### src/rtl/token_sink_pkg.sv
// Shared types for the token_sink slice: the sink-side flow-control FSM encoding.
// Imported by token_sink; package name pkg_en is what the rest of the codebase expects.
package pkg_en;

    typedef enum logic [1:0] {
        sEMPTY   = 2'd0,
        sACTIVE  = 2'd1,
        sBACKOFF = 2'd2
    } fsm_sink;

endpackage

### src/rtl/token_sink_ring.sv
// RingBuffCTRL: write/read pointers and occupancy for a power-of-two ring buffer.
// The caller qualifies I_We/I_Re, so no overflow/underflow guarding is done here.
module RingBuffCTRL #(
    parameter int NUM_ENTRY = 4
) (
    input  logic                         clock,
    input  logic                         reset,
    input  logic                         I_We,
    input  logic                         I_Re,
    output logic [$clog2(NUM_ENTRY)-1:0] O_WAddr,
    output logic [$clog2(NUM_ENTRY)-1:0] O_RAddr,
    output logic [$clog2(NUM_ENTRY):0]   O_Num
);

    localparam int AW = $clog2(NUM_ENTRY);
    localparam int NW = AW + 1;

    // Pointers wrap for free because NUM_ENTRY is a power of two.
    always_ff @(posedge clock or negedge reset) begin
        if (!reset) begin
            O_WAddr <= '0;
            O_RAddr <= '0;
            O_Num   <= '0;
        end else begin
            if (I_We) O_WAddr <= O_WAddr + AW'(1);
            if (I_Re) O_RAddr <= O_RAddr + AW'(1);
            O_Num <= O_Num + NW'(I_We) - NW'(I_Re);
        end
    end

endmodule

### src/rtl/token_sink.sv
// token_sink: Valid/Nack token buffer with registered back-pressure and hysteresis.
// Optional sticky drop detection on O_Ovf is enabled by defining TOKEN_SINK_OVF_DETECT_EN.
module token_sink
    import pkg_en::*;
#(
    parameter int WIDTH    = 32,
    parameter int DEPTH    = 4,
    parameter int SLACK    = 2,
    parameter int NACK_LOW = 1
) (
    input  logic                     clock,
    input  logic                     reset,
    input  logic                     I_Valid,
    input  logic [WIDTH-1:0]         I_Data,
    output logic                     O_Nack,
    output logic                     O_Valid,
    output logic [WIDTH-1:0]         O_Data,
    input  logic                     I_Nack,
    output logic [$clog2(DEPTH):0]   O_Num,
    output logic                     O_Ovf
);

    localparam int AW = $clog2(DEPTH);
    localparam int NW = AW + 1;
    localparam logic [NW-1:0] FULL_NUM = NW'(DEPTH);
    localparam logic [NW-1:0] HI_MARK  = NW'(DEPTH - SLACK);
    localparam logic [NW-1:0] LO_MARK  = NW'(NACK_LOW);

    logic              push;
    logic              pop;
    logic [AW-1:0]     waddr;
    logic [AW-1:0]     raddr;
    logic [NW-1:0]     num;
    logic [NW-1:0]     num_next;
    logic              nack_d;
    fsm_sink           state;
    fsm_sink           state_next;
    logic [WIDTH-1:0]  mem [DEPTH];

    // A full buffer still accepts a token when the head leaves in the same cycle.
    assign O_Valid  = (num != '0);
    assign pop      = O_Valid & ~I_Nack;
    assign push     = I_Valid & ((num < FULL_NUM) | pop);
    assign num_next = num + NW'(push) - NW'(pop);
    assign O_Num    = num;
    assign O_Data   = mem[raddr];

    RingBuffCTRL #(
        .NUM_ENTRY (DEPTH)
    ) u_ring (
        .clock   (clock),
        .reset   (reset),
        .I_We    (push),
        .I_Re    (pop),
        .O_WAddr (waddr),
        .O_RAddr (raddr),
        .O_Num   (num)
    );

    always_ff @(posedge clock) begin
        if (push) mem[waddr] <= I_Data;
    end

    always_ff @(posedge clock or negedge reset) begin
        if (!reset) begin
            state  <= sEMPTY;
            O_Nack <= 1'b0;
        end else begin
            state  <= state_next;
            O_Nack <= nack_d;
        end
    end

    // Back-off engages at DEPTH-SLACK so in-flight tokens still fit, and releases only at NACK_LOW.
    always_comb begin
        state_next = state;
        case (state)
            sEMPTY, sACTIVE: begin
                if (num_next >= HI_MARK)  state_next = sBACKOFF;
                else if (num_next != '0)  state_next = sACTIVE;
                else                      state_next = sEMPTY;
            end
            sBACKOFF: begin
                if (num_next > LO_MARK)   state_next = sBACKOFF;
                else if (num_next != '0)  state_next = sACTIVE;
                else                      state_next = sEMPTY;
            end
            default: state_next = sEMPTY;
        endcase
    end

    always_comb begin
        nack_d = (state_next == sBACKOFF);
    end

`ifdef TOKEN_SINK_OVF_DETECT_EN
    logic ovf;

    // Any valid token that is not pushed was dropped at a full buffer.
    always_ff @(posedge clock or negedge reset) begin
        if (!reset)                ovf <= 1'b0;
        else if (I_Valid && !push) ovf <= 1'b1;
    end

    assign O_Ovf = ovf;
`else
    assign O_Ovf = 1'b0;
`endif

endmodule

### config.mk
export PLATFORM = sky130hd
export DESIGN_NAME = token_sink
export DESIGN_NICKNAME = d
export VERILOG_FILES = /design/src/rtl/token_sink_pkg.sv /design/src/rtl/token_sink_ring.sv /design/src/rtl/token_sink.sv
export SDC_FILE = /design/constraint.sdc
export NUM_CORES = 1
export LEC_CHECK = 0
export BUFFER_PORTS_ARGS = -buffer_cell sky130_fd_sc_hd__buf_4
export CAP_MARGIN = 20
export CORE_MARGIN = 1
export CORE_UTILIZATION = 55
export CTS_CLUSTER_SIZE = 10
export DETAILED_ROUTE_END_ITERATION = 10
export MAX_ROUTING_LAYER = met4
export PLACE_DENSITY = 0.78
export RECOVER_POWER = 100
export SYNTH_ARGS = -nofsm -noshare
export SYNTH_HDL_FRONTEND = slang
export SYNTH_SLANG_ARGS = --single-unit
### constraint.sdc
create_clock -name clock -period 3.6 [get_ports clock]
set_input_delay 0.72 -clock clock [delete_from_list [all_inputs] [get_ports clock]]
set_output_delay 0.72 -clock clock [all_outputs]
set_load 0.05 [all_outputs]
# Word-level counts from Yosys, hierarchy flattened
# Memories as Yosys holds them, arrays and structs flattened.
# Cells that the tools add are included.
[word_totals] reg_bits=10 word_cells=30 ram_bits=128 rom_bits=0 output_inout_bits=38 mem_count=1 latch_bits=0
[classes] mux=6 n_bitwise=4 reduce_logical=4 div_mod_pow=0 multipliers=0 n_eq_ne=3 n_shift=0 addsub=4 order_cmp=3
[mem_list] name="mem" depth=4 word_bits=32 read_ports=1 rd_clocked_by_memory_dff=0 wr=1 line_no="token_sink.sv:38" rtl="logic [WIDTH-1:0] mem [DEPTH];"
[ops] operator="$reduce_bool A3 Y1" n=2
[ops] operator="$add A2 B1 Y2 const B" n=2
[ops] operator="$eq A2 B2 Y1 const B" n=2
[ops] operator="$mux W2" n=2
[ops] operator="$pmux W2 S2" n=1
[ops] operator="$add A3 B1 Y3" n=1
[ops] operator="$ge A3 B2 Y1 const B" n=1
[ops] operator="$gt A3 B1 Y1 const B" n=1
[ops] operator="$lt A3 B3 Y1 const B" n=1
[ops] operator="$mux W1" n=3
[ops] operator="$sub A3 B1 Y3" n=1
[ops] operator="$and A1 B1 Y1" n=2
[ops] operator="$eq A2 B1 Y1 const B" n=1
[ops] operator="$logic_not A2 Y1" n=1
[ops] operator="$reduce_or A2 Y1" n=1
[ops] operator="$not A1 Y1" n=1
[ops] operator="$or A1 B1 Y1" n=1

# Logic depth before layout (Yosys ltp)
[logic_depth] ltp_word=11 ltp_mapped=10

# By module
# From an unflattened synthesis, not the netlist that was laid out.
[hier_totals] hier_cells=212 area_unflattened_um2=5195.0
[by_module_without_submodules] module="token_sink" cells_each=190 seq_area_each_um2=3918.8 n_inst=1 area_each_um2=4899.7
[by_module_without_submodules] module="RingBuffCTRL" cells_each=22 seq_area_each_um2=175.2 n_inst=1 area_each_um2=295.3

# Least setup slack after synthesis
# No wires, ideal clock.
[synth_path] path_kind="register to register" from="register u_ring.O_Num[2]" to="register state[0]" setup_slack_ps=948 synth_period_minus_slack_ps=2652 stages_incl_launch_ff=11 arrival_time_ps=2586 required_time_ps=3533 path_cell_list="dfrtp_1 > nor3_1 > nor2_1 > ha_1 > inv_1 > ha_1 > inv_1 > fa_1 > xnor2_1 > mux2i_1 > and3_1"
[synth_via] elab_chain_cells=10 elab_cells_between_ends=14
[synth_lines] item="start, declared" line_no="token_sink_ring.sv:12" rtl="output logic [$clog2(NUM_ENTRY):0] O_Num"
[synth_lines] item="start signal, assigned" line_no="token_sink_ring.sv:27" rtl="O_Num <= O_Num + NW'(I_We) - NW'(I_Re);"
[synth_lines] item="$reduce_bool A3 Y1 *" line_no="token_sink.sv:41" rtl="assign O_Valid = (num != '0);"
[synth_lines] item="$and A1 B1 Y1 *" line_no="token_sink.sv:42" rtl="assign pop = O_Valid & ~I_Nack;"
[synth_lines] item="via pop" line_no="token_sink.sv:30" rtl="logic pop;"
[synth_lines] item="$or A1 B1 Y1" line_no="token_sink.sv:43" rtl="assign push = I_Valid & ((num < FULL_NUM) | pop);"
[synth_lines] item="$and A1 B1 Y1" line_no="token_sink.sv:43"
[synth_lines] item="$add A3 B1 Y3" line_no="token_sink.sv:44" rtl="assign num_next = num + NW'(push) - NW'(pop);"
[synth_lines] item="$sub A3 B1 Y3 *" line_no="token_sink.sv:44"
[synth_lines] item="branches (longest 3 deep; another with $gt A3 B1 Y1)"
[synth_lines] item="$pmux W2 S2 *" line_no="token_sink.sv:77" rtl="case (state)"
[synth_lines] item="via state_next[0]" line_no="token_sink.sv:37" rtl="fsm_sink state_next;"
[synth_lines] item="end signal, assigned" line_no="token_sink.sv:66" rtl="state <= sEMPTY;"
[synth_lines] item="end signal, assigned" line_no="token_sink.sv:69" rtl="state <= state_next;"
[synth_lines] item="end, declared" line_no="token_sink.sv:36" rtl="fsm_sink state;"
# Mark *: on every way through the listed nets, which the timed path passes.
# A chain may end at the register's enable or synchronous reset.

# Worst setup path after layout
[layout_path] from="register u_ring.O_RAddr[0]" to="output port O_Data[0]"
[layout_via] elab_chain_cells=1
[layout_lines] item="start, declared" line_no="token_sink_ring.sv:11" rtl="output logic [$clog2(NUM_ENTRY)-1:0] O_RAddr,"
[layout_lines] item="start signal, assigned" line_no="token_sink_ring.sv:26" rtl="if (I_Re) O_RAddr <= O_RAddr + AW'(1);"
[layout_lines] item="$mem_v2 Z4 W32"
[layout_lines] item="end, declared" line_no="token_sink.sv:17" rtl="output logic [WIDTH-1:0] O_Data,"
# Every way passes these cells.

==> run summary <==
The run finished, with violations left. The checks that failed: capacitance limit, slew limit. The worst path meets setup with roughly 0.55 ns of slack. During placement, the flow inserted port buffers numbering approximately 70. The startpoint of the worst-slack reg-to-reg timing path is u_ring.O_Num[2].

The number of rows created at floorplan came out at 35. TritonCTS built the clock tree. The worst min-delay path category is in -> async. By area the synthesized netlist is led by sky130_fd_sc_hd__edfxtp_1 74%, sky130_fd_sc_hd__mux4_2 12%, sky130_fd_sc_hd__dfrtp_1 4.8%, sky130_fd_sc_hd__mux4_1 2.0%, sky130_fd_sc_hd__ha_1 1.4%. For this run, the post-layout net count is ~340. The initial antenna violation count came out at 0. The maximum level of the CTS H-tree came out at 4.

The clock buffer count from CTS came out at 17. The count of warnings emitted by yosys came out at 0. The core outline area came out at roughly 9200 um^2. Summed over all nets, the half-perimeter wirelength after detailed placement is 4.74 mm. At the pin with the least slew margin, the transition time is 1.66 ns. The cell count after synthesis came out at ~220. The setup slack of the worst register-to-register path is 0.70 ns. Summing every instance area after synthesis gives slightly above 5000 um^2. The total of fill cells in the finished design came out at between 600 and 700. The top cell types in the final layout, fill and taps aside, are 128 x sky130_fd_sc_hd__edfxtp_1, 70 x sky130_fd_sc_hd__clkbuf_1, 28 x sky130_fd_sc_hd__mux4_2.

0 antenna diodes ended up in the layout. In this run the remaining antenna-violating nets after routing total 0. The total of hold buffers inserted after clock tree synthesis is 0. Setup total negative slack on the finished layout was measured at 0 ns.

The top fanout value on the critical path came out at 22. The CTS clock-pin slew for the worst setup and hold paths is about 0.060 ns. The worst setup path is launched from a register. The count of pins on the block boundary came out at 74. The total nets after synthesis is 259.

The reported max-cap violation count came out at 4. The floorplan step set the die height to between 90 and 100 um. The number of cells on the worst reg-to-reg path came out at 2. The CTS sink count came out at between 100 and 150. In this run the clock root is driven by a sky130_fd_sc_hd__clkbuf_8. The area growth from synthesis to layout came out at 18.2%. The final-report hold violation count was 0. The fraction of final layout cells with drive strength greater than 1 came out at between 20 and 25%. The worst setup path is of the reg -> out kind. The global-route wire length before repair is around 13 mm. The post-detailed-route wirelength per cell is about 19 um. The number of vias after detailed routing came out at around 2400. The nature of the critical path endpoint is a primary output. The area taken by flip-flops and latches came out at roughly 4100 um^2. The final number of max-transition violations is roughly 130. The number of different library cells used by synthesis comes to 26. The library cell used most frequently in the layout, excluding fill and tap cells, is sky130_fd_sc_hd__edfxtp_1. The flip-flop and latch count after synthesis came out at between 100 and 150. Setup repair after global routing left no endpoint under its margin. The post-layout minimum cycle time is just over 3 ns. The worst register-to-register path ends at mem[1][19]. The initial core utilization is between 50 and 60%. The arrival time of the worst setup path came out at 2.33 ns.

The top cell type's share of synthesized area is between 70% and 80%. The final wirelength is 8.11 mm. The biggest area contributor in the post-synthesis netlist is sky130_fd_sc_hd__edfxtp_1. The clock latency on the worst-skew pair came out at approximately 0.50 ns. The number of buffers on the longest clock path is 2. The via count of the first global-routing pass is approximately 2500. The fraction of the cycle the final worst path needs came out at 84.6%.

The count of final setup violators is 0. The headroom to the max-slew limit is -10.9%. At the end of routability-driven placement, the weighted congestion stood at 0.694. The aggregate global-route resource usage is 19.0%. The remaining global-route overflow came out at 0.

The post-cts sizing count is 0. Data on the critical path is required at its endpoint by around 2.9 ns. The pin count of the biggest net entering global routing is 34.

The post-CTS setup repair buffer count is 0. The ratio of routed vias to standard cells came out at about 5.6. The clock arrives with 0.0135 ns of skew.

The share of the yosys chip area belonging to registers is between 70% and 80%. The pre-CTS setup slack came out at 0.868 ns. The die is just under 100 um wide.

The violation count after the first detailed-route iteration is 104. The area of the die came out at 9840 um^2. The post-synthesis average cell area is around 24 um^2.

The total iterations of the first detailed-routing run came out at 4. For this run, the top clock speed supported by timing is roughly 330 MHz. The multi-input combinational cells in the finished layout cover a total of 976 um^2. After detailed routing, the number of remaining DRC violations is 0.
## worst max path at each step
stage	startpoint	to	slack, ns	depth (start not counted)
CTS	u_ring.O_RAddr[0]	O_Data[0]	0.59	3
floorplan	u_ring.O_Num[2]	state[0]	0.95	10
global route	u_ring.O_Num[2]	mem[2][14]	0.40	2
detailed placement	I_Nack	state[0]	0.87	10
finish	u_ring.O_RAddr[0]	O_Data[0]	0.55	3
global placement	I_Nack	state[0]	0.95	10
## layout make-up
| cell class | count | share of cell area [%] |
|---|---|---|
| clock inverters | 13 | 2.87 |
| repair buffers | 73 | 4.97 |
| clock buffers | 19 | 6.87 |
| multi-input cells | 62 | 15.9 |
| inverters | 7 | 0.428 |
| flip-flops and latches | 138 | 66.7 |
| well taps | 111 | 2.26 |
## synthesized netlist by cell type
cell type and instances:
sky130_fd_sc_hd__nand2b_1 1, sky130_fd_sc_hd__nor2_1 1, sky130_fd_sc_hd__buf_2 3, sky130_fd_sc_hd__and3_1 1, sky130_fd_sc_hd__fa_1 1, sky130_fd_sc_hd__and2_1 4, sky130_fd_sc_hd__nor3b_1 1, sky130_fd_sc_hd__mux4_2 28
sky130_fd_sc_hd__buf_4 1, sky130_fd_sc_hd__buf_6 1, sky130_fd_sc_hd__a21boi_2 1, sky130_fd_sc_hd__mux2i_1 1, sky130_fd_sc_hd__inv_1 7, sky130_fd_sc_hd__edfxtp_1 128, sky130_fd_sc_hd__dfrtp_1 10, sky130_fd_sc_hd__nand2_1 3
sky130_fd_sc_hd__ha_1 6, sky130_fd_sc_hd__mux4_1 4, sky130_fd_sc_hd__a21oi_1 2, sky130_fd_sc_hd__conb_1 1, sky130_fd_sc_hd__nor3_1 1, sky130_fd_sc_hd__xnor2_1 3, sky130_fd_sc_hd__clkbuf_1 1, sky130_fd_sc_hd__o21ai_0 1
sky130_fd_sc_hd__xor2_1 2, sky130_fd_sc_hd__buf_12 3
## worst max-delay path, stage by stage (launching register included)
cell                       delay (ns)
sky130_fd_sc_hd__dfrtp_2         0.63
sky130_fd_sc_hd__buf_12          0.28
sky130_fd_sc_hd__mux4_1          0.59
sky130_fd_sc_hd__clkbuf_1        0.31
## cell families (layout without fill, tap and decap cells)
group	after synthesis	count (layout)	synth area share [%]
DFF	138	138	78.8
muxes	33	33	14.3
xor gates and xnor gates	5	5	0.843
adders and majority gates	7	7	1.83
AOI/OAI and AO/OA	4	4	0.505
other	1	1	0.0722
buffers and inverters	16	112	2.38
and+or+nand+nor	12	12	1.25
## metal layers
layer	share of wire, %	track usage [%]	vias to the layer above
met5	0	-	-
met4	1.5	8.48	0
met3	4.4	5.13	12
met2	51	29.7	70
met1	43	23.6	1228
li1	-	-	1054
## sequential cells by signal (all words and copies together), names as in the netlist
name / flops
u_ring.O_WAddr: 2
u_ring.O_Num: 3
u_ring.O_RAddr: 2
state: 2
mem: 128
O_Nack: 1
## per-stage QoR
stage          cell area [um^2]  hold WS (ns)  utilization (%)  instances
2_1_floorplan              5200         0.424                -        216
3_3_place_gp               5810         0.456             63.1        391
3_5_place_dp               5810         0.467             63.1        391
4_1_cts                    6400       0.00926             69.6        423
5_1_grt                    6140         0.188             66.8        423
6_report                   6140         0.149             66.8        423
Power is not shown: default switching activity piles up to over one toggle a cycle in this logic, so the estimate is an artifact.
